## config.mk

```make
export PLATFORM = sky130hd
export DESIGN_NAME = rr_mux_arbiter
export DESIGN_NICKNAME = d
export VERILOG_FILES = /design/src/rtl/rr_arb_pkg.sv /design/src/rtl/rr_pick.sv /design/src/rtl/rr_mux_arbiter.sv
export SDC_FILE = /design/constraint.sdc
export NUM_CORES = 1
export LEC_CHECK = 0
export CAP_MARGIN = 20
export CORE_MARGIN = 8
export CORE_UTILIZATION = 30
export DETAILED_ROUTE_END_ITERATION = 6
export GPL_ROUTABILITY_DRIVEN = 0
export PLACE_DENSITY_LB_ADDON = 0.15
export SKIP_LAST_GASP = 1
export SLEW_MARGIN = 10
export SYNTH_ARGS = -nofsm -noshare
export SYNTH_HDL_FRONTEND = slang
export SYNTH_SLANG_ARGS = --single-unit
```

## constraint.sdc

```tcl
create_clock -name clock -period 1.8 [get_ports clock]
set_clock_uncertainty 0.05 [all_clocks]
set_input_delay 0.36 -clock clock [delete_from_list [all_inputs] [get_ports clock]]
set_output_delay 0.36 -clock clock [all_outputs]
set_load 0.005 [all_outputs]
```

## src/rtl/rr_arb_pkg.sv

```systemverilog
// Shared types and constants for the round-robin mux arbiter.
package rr_arb_pkg;

    typedef enum logic [0:0] {
        IDLE  = 1'b0,
        GRANT = 1'b1
    } arb_state_e;

    localparam int NUM_LANES = 4;
    localparam int LANE_W    = 2;

    function automatic logic [NUM_LANES-1:0] lane_onehot(input logic [LANE_W-1:0] idx);
        logic [NUM_LANES-1:0] oh;
        case (idx)
            2'd0:    oh = 4'b0001;
            2'd1:    oh = 4'b0010;
            2'd2:    oh = 4'b0100;
            2'd3:    oh = 4'b1000;
            default: oh = 4'b0000;
        endcase
        return oh;
    endfunction

endpackage

```

## src/rtl/rr_pick.sv

```systemverilog
// Rotate-priority picker: first requesting lane at or after i_ptr (mod 4).
module rr_pick
    import rr_arb_pkg::*;
(
    input  logic [NUM_LANES-1:0] i_req,
    input  logic [LANE_W-1:0]    i_ptr,
    output logic                 o_any,
    output logic [LANE_W-1:0]    o_idx
);

    logic [NUM_LANES-1:0] w_rot;
    logic [LANE_W-1:0]    w_off;

    // w_rot[k] is the request of lane ptr+k, so bit 0 has the highest priority
    always_comb begin
        w_rot = 4'b0000;
        for (int k = 0; k < NUM_LANES; k++) begin
            w_rot[k] = i_req[i_ptr + LANE_W'(k)];
        end
    end

    // Offset of the lowest set bit in the rotated request vector
    always_comb begin
        w_off = 2'd0;
        casez (w_rot)
            4'b???1: w_off = 2'd0;
            4'b??10: w_off = 2'd1;
            4'b?100: w_off = 2'd2;
            4'b1000: w_off = 2'd3;
            default: w_off = 2'd0;
        endcase
    end

    assign o_any = |i_req;
    assign o_idx = i_ptr + w_off;

endmodule

```

## src/rtl/rr_mux_arbiter.sv

```systemverilog
// Round-robin arbiter owning the select lines of a shared 4:1 data mux.
// Defining RR_ARB_TIMEOUT_EN caps each ownership at MAX_HOLD cycles.
module rr_mux_arbiter
    import rr_arb_pkg::*;
#(
    parameter int WIDTH    = 8,
    parameter int MAX_HOLD = 4
) (
    input  logic                       clock,
    input  logic                       resetn,
    input  logic [NUM_LANES-1:0]       req,
    input  logic [NUM_LANES*WIDTH-1:0] data_in,
    output logic [NUM_LANES-1:0]       grant,
    output logic [LANE_W-1:0]          sel,
    output logic [WIDTH-1:0]           data_out,
    output logic                       valid
);

    arb_state_e        r_fsm;
    arb_state_e        w_fsm_nxt;
    logic [LANE_W-1:0] r_owner;
    logic [LANE_W-1:0] w_owner_nxt;
    logic [LANE_W-1:0] r_ptr;
    logic [LANE_W-1:0] w_ptr_nxt;
    logic [LANE_W-1:0] w_pick_ptr;
    logic [LANE_W-1:0] w_pick_idx;
    logic              w_any;
    logic              w_hold_ok;
    logic              w_retain;
    logic [WIDTH-1:0]  w_pair_lo;
    logic [WIDTH-1:0]  w_pair_hi;
    logic [WIDTH-1:0]  w_mux;

`ifdef RR_ARB_TIMEOUT_EN
    localparam int HOLD_W = (MAX_HOLD > 1) ? $clog2(MAX_HOLD) : 1;

    logic [HOLD_W-1:0] r_hold_cnt;
    logic [HOLD_W-1:0] w_hold_nxt;

    assign w_hold_ok = (r_hold_cnt < HOLD_W'(MAX_HOLD - 1));

    // Hold counter advances only on retained cycles; every new ownership restarts it
    always_comb begin
        w_hold_nxt = {HOLD_W{1'b0}};
        if ((r_fsm == GRANT) && w_retain) begin
            w_hold_nxt = r_hold_cnt + HOLD_W'(1);
        end else begin
            w_hold_nxt = {HOLD_W{1'b0}};
        end
    end

    // Hold counter register
    always_ff @(posedge clock or negedge resetn) begin
        if (!resetn) begin
            r_hold_cnt <= {HOLD_W{1'b0}};
        end else begin
            r_hold_cnt <= w_hold_nxt;
        end
    end
`else
    localparam int unused_max_hold = MAX_HOLD;

    assign w_hold_ok = 1'b1;
`endif

    // While granted, the next candidate is searched from just past the owner
    assign w_pick_ptr = (r_fsm == GRANT) ? (r_owner + 2'd1) : r_ptr;
    assign w_retain   = req[r_owner] & w_hold_ok;

    rr_pick u_pick (
        .i_req (req),
        .i_ptr (w_pick_ptr),
        .o_any (w_any),
        .o_idx (w_pick_idx)
    );

    // Arbitration state register
    always_ff @(posedge clock or negedge resetn) begin
        if (!resetn) begin
            r_fsm   <= IDLE;
            r_owner <= 2'd0;
            r_ptr   <= 2'd0;
        end else begin
            r_fsm   <= w_fsm_nxt;
            r_owner <= w_owner_nxt;
            r_ptr   <= w_ptr_nxt;
        end
    end

    // Next-state: claim from idle, retain, or hand over back-to-back on release
    always_comb begin
        w_fsm_nxt   = r_fsm;
        w_owner_nxt = r_owner;
        w_ptr_nxt   = r_ptr;
        case (r_fsm)
            IDLE: begin
                if (w_any) begin
                    w_fsm_nxt   = GRANT;
                    w_owner_nxt = w_pick_idx;
                end else begin
                    w_fsm_nxt   = IDLE;
                end
            end
            GRANT: begin
                if (w_retain) begin
                    w_fsm_nxt = GRANT;
                end else begin
                    w_ptr_nxt = r_owner + 2'd1;
                    if (w_any) begin
                        w_fsm_nxt   = GRANT;
                        w_owner_nxt = w_pick_idx;
                    end else begin
                        w_fsm_nxt   = IDLE;
                    end
                end
            end
            default: begin
                w_fsm_nxt   = IDLE;
                w_owner_nxt = 2'd0;
                w_ptr_nxt   = 2'd0;
            end
        endcase
    end

    assign valid = (r_fsm == GRANT);
    assign grant = valid ? lane_onehot(r_owner) : 4'b0000;
    assign sel   = valid ? r_owner : 2'b00;

    // sel[0] chooses within each lane pair, sel[1] chooses between pairs
    assign w_pair_lo = sel[0] ? data_in[1*WIDTH +: WIDTH] : data_in[0*WIDTH +: WIDTH];
    assign w_pair_hi = sel[0] ? data_in[3*WIDTH +: WIDTH] : data_in[2*WIDTH +: WIDTH];
    assign w_mux     = sel[1] ? w_pair_hi : w_pair_lo;
    assign data_out  = valid ? w_mux : {WIDTH{1'b0}};

endmodule
```

==> summary.md <==
| Metric | Value |
|---|---|
| Worst IR Drop VDD | `0.967 mV` |
| Root buffer cell | `clkbuf_4` |
| Syn-to-layout area delta | `141%` |
| Number of global-route vias before repair | `between 800 and 900` |
| Worst setup path class | `register to primary output` |
| Final hold violations | `0` |
| Max Cap Violations | `0` |
| Min Tclk post-route | `~2.1 ns` |
| TritonCTS clock tree | `built` |
| Routed WL | `3.04 mm` |
| Synth Flop Type | `dfrtp_1` |
| DR WL/cell | `17.7 um` |
| Worst Path Arrival | `1.66 ns` |
| Failing checks | `negative setup slack` |
| Seq/Total Area, Yosys | `0.179` |
| Pre-antenna DRT Iters | `4` |
| Fmax | `484 MHz` |
| Crit path max fanout | `4` |
| IO Pins | `53` |
| Layout Utilization | `0.762` |
| Yosys top cell by area | `mux4_2` |
| Cells after Synth | `63` |
| Layout cells sized above 1 | `0.549` |
| ANT nets after route | `0` |
| Hpwl dp | `1.97 mm` |
| Largest net degree at the start of global routing | `10` |
| Initial antenna violation count | `0` |
| Total vias in the final route | `846` |
| Leak pwr | `0.699 nW` |
| Die width | `64.3 um` |
| Clk_lat worst skew | `0.26 ns` |
| Hold bufs inserted after CTS | `0` |
| Die height | `64.3 um` |
| Synth Area per Inst | `11.1 um2` |
| PortBufs | `52` |
| Syn Std Cell Area | `~700 um2` |
| H-Tree Depth | `1` |
| Initial Utilization | `0.316` |
| Setup ws final | `-0.266 ns` |
| Row count | `17` |
| CP required | `1.39 ns` |
| Synth Register Bits | `5` |
| Post-synth EDFFs | `0` |
| Worst setup EP type | `primary output` |
| DP Worst Slack | `-0.449 ns` |
| Largest cells by area after synthesis | `mux4_2, dfrtp_1, and2_1` |
| Total grt overflow | `0` |
| Outcome | `finished, violations left` |
| Sink Count | `5` |
| HP Class | `input port to asynchronous set/reset pin` |
| CTS buffer count | `3` |
| CTS max path bufs | `2` |
| Ant diodes | `0` |
| Clock-pin slew of the registers on the worst-case setup and hold paths | `0.05 ns` |
| Startpoint Class | `register` |
| Yosys cell types | `29` |
| Die area | `4130 um2` |
| Initial drt markers | `40` |
| RSZ-0062 raised after global routing | `yes` |
| Synth Net Count | `105` |
| Pwr/cell area | `1450 nW/um2` |
| Max Slew Vio Count | `0` |
| Fraction of registers with async set/reset | `1.00` |
| Slew at the pin closest to its max-slew limit | `0.332 ns` |
| Rel. slew slack | `0.778` |
| Final Cell Area | `1690 um2` |
| Final setup fails | `11` |
| Post-Route Setup TNS | `-2.00 ns` |
| Total track usage | `0.134` |
| Most common library cells after synthesis | `and2_1, mux4_2, dfrtp_1` |
| Placeable Area | `between 2000 and 2500 um2` |
| Vias per cell | `slightly below 5` |
| Final nets | `187` |
| Most frequent cell after synthesis | `and2_1` |
| WHS | `0.282 ns` |
| First-pass GRT wire length | `4.41 mm` |
| YS warnings | `0` |
| Final Cycle Share | `1.15` |
| DRC | `0` |
| Dpl cell area | `between 1000 and 1500 um2` |
| Top cell type's share of synthesized area | `0.258` |
[cell families after synthesis]
family	after synthesis	share of synthesized area
AOI/OAI and AO/OA	9	0.123
adders and majority gates	4	0.0716
buffers and inverters	7	0.0590
DFF	5	0.179
muxes	11	0.331
and+or+nand+nor	27	0.236
[where the power goes]
group | leakage, nW | internal [mW] | switching [mW]
Combinational | 0.629 | 1.36 | 0.706
Clock | 0.0150 | 0.0845 | 0.0568
Sequential | 0.0549 | 0.167 | 0.0684
Total | 0.699 | 1.61 | 0.831
[flip-flops by register name (all words and copies together), names as in the netlist]
register / cells
r_owner: 2
r_ptr: 2
valid: 1
[final cells by class]
cell class / instances / area, um2
fill: 143 / 527
tap: 28 / 35.0
sequential: 5 / 128
clock buffer: 4 / 26.3
timing repair buffer: 81 / 825
multi-input combinational: 51 / 653
inverter: 3 / 18.8
[per-stage QoR]
stage | instances | total power, mW
after floorplan | 63 | 1.01
after global placement | 152 | 1.65
after detailed placement | 152 | 1.67
after CTS | 166 | 2.03
after global routing | 172 | 2.61
final | 172 | 2.45
[layout by cell type (no fill, tap or decap), drive strengths merged, types with 2 or more instances in the layout]
| master | synthesis | routed |
|---|---|---|
| inv | 3 | 3 |
| nor4 | 2 | 2 |
| mux4 | 9 | 9 |
| a21boi | 2 | 2 |
| clkdlybuf4s50 | 0 | 38 |
| nor2 | 2 | 2 |
| buf | 2 | 41 |
| nand2 | 4 | 4 |
| ha | 4 | 4 |
| dfrtp | 5 | 5 |
| clkbuf | 2 | 4 |
| and2 | 14 | 14 |
| o21ai | 2 | 2 |
[what timing repair did]
item / CTS / global route
pin swaps: 10 / 7
buffers inserted: 8 / 9
endpoints found under the setup margin: 16 / 16
resized for setup: 63 / 32
cloned: 2 / 0
[per-layer routing]
layer  up-vias  part of all wire  track usage
li1        397                 -            -
met1       413              0.42        0.146
met2        34              0.51        0.232
met3         2             0.073       0.0453
met4         0            0.0036       0.0518
met5         -                 0            0
[worst max-delay path: stages, from the launching register on]
cell,delay [ns]
dfrtp_2,0.42
buf_12,0.13
buf_6,0.10
mux4_2,0.49
and2_4,0.15
buf_6,0.11
[worst paths after layout]
kind	endpoint	depth (start not counted)	from	slack, ns
max	data_out[2]	5	r_owner[0]	-0.27
min	r_owner[1]	1	resetn	0.28
max reg2reg	r_owner[1]	8	r_owner[1]	-0.06
min reg2reg	r_ptr[0]	2	r_ptr[0]	0.45
max in group asynchronous	r_owner[0]	1	resetn	1.18
min in group clock	r_ptr[0]	2	r_ptr[0]	0.45
No activity file was read; power rests on OpenSTA's default activity.
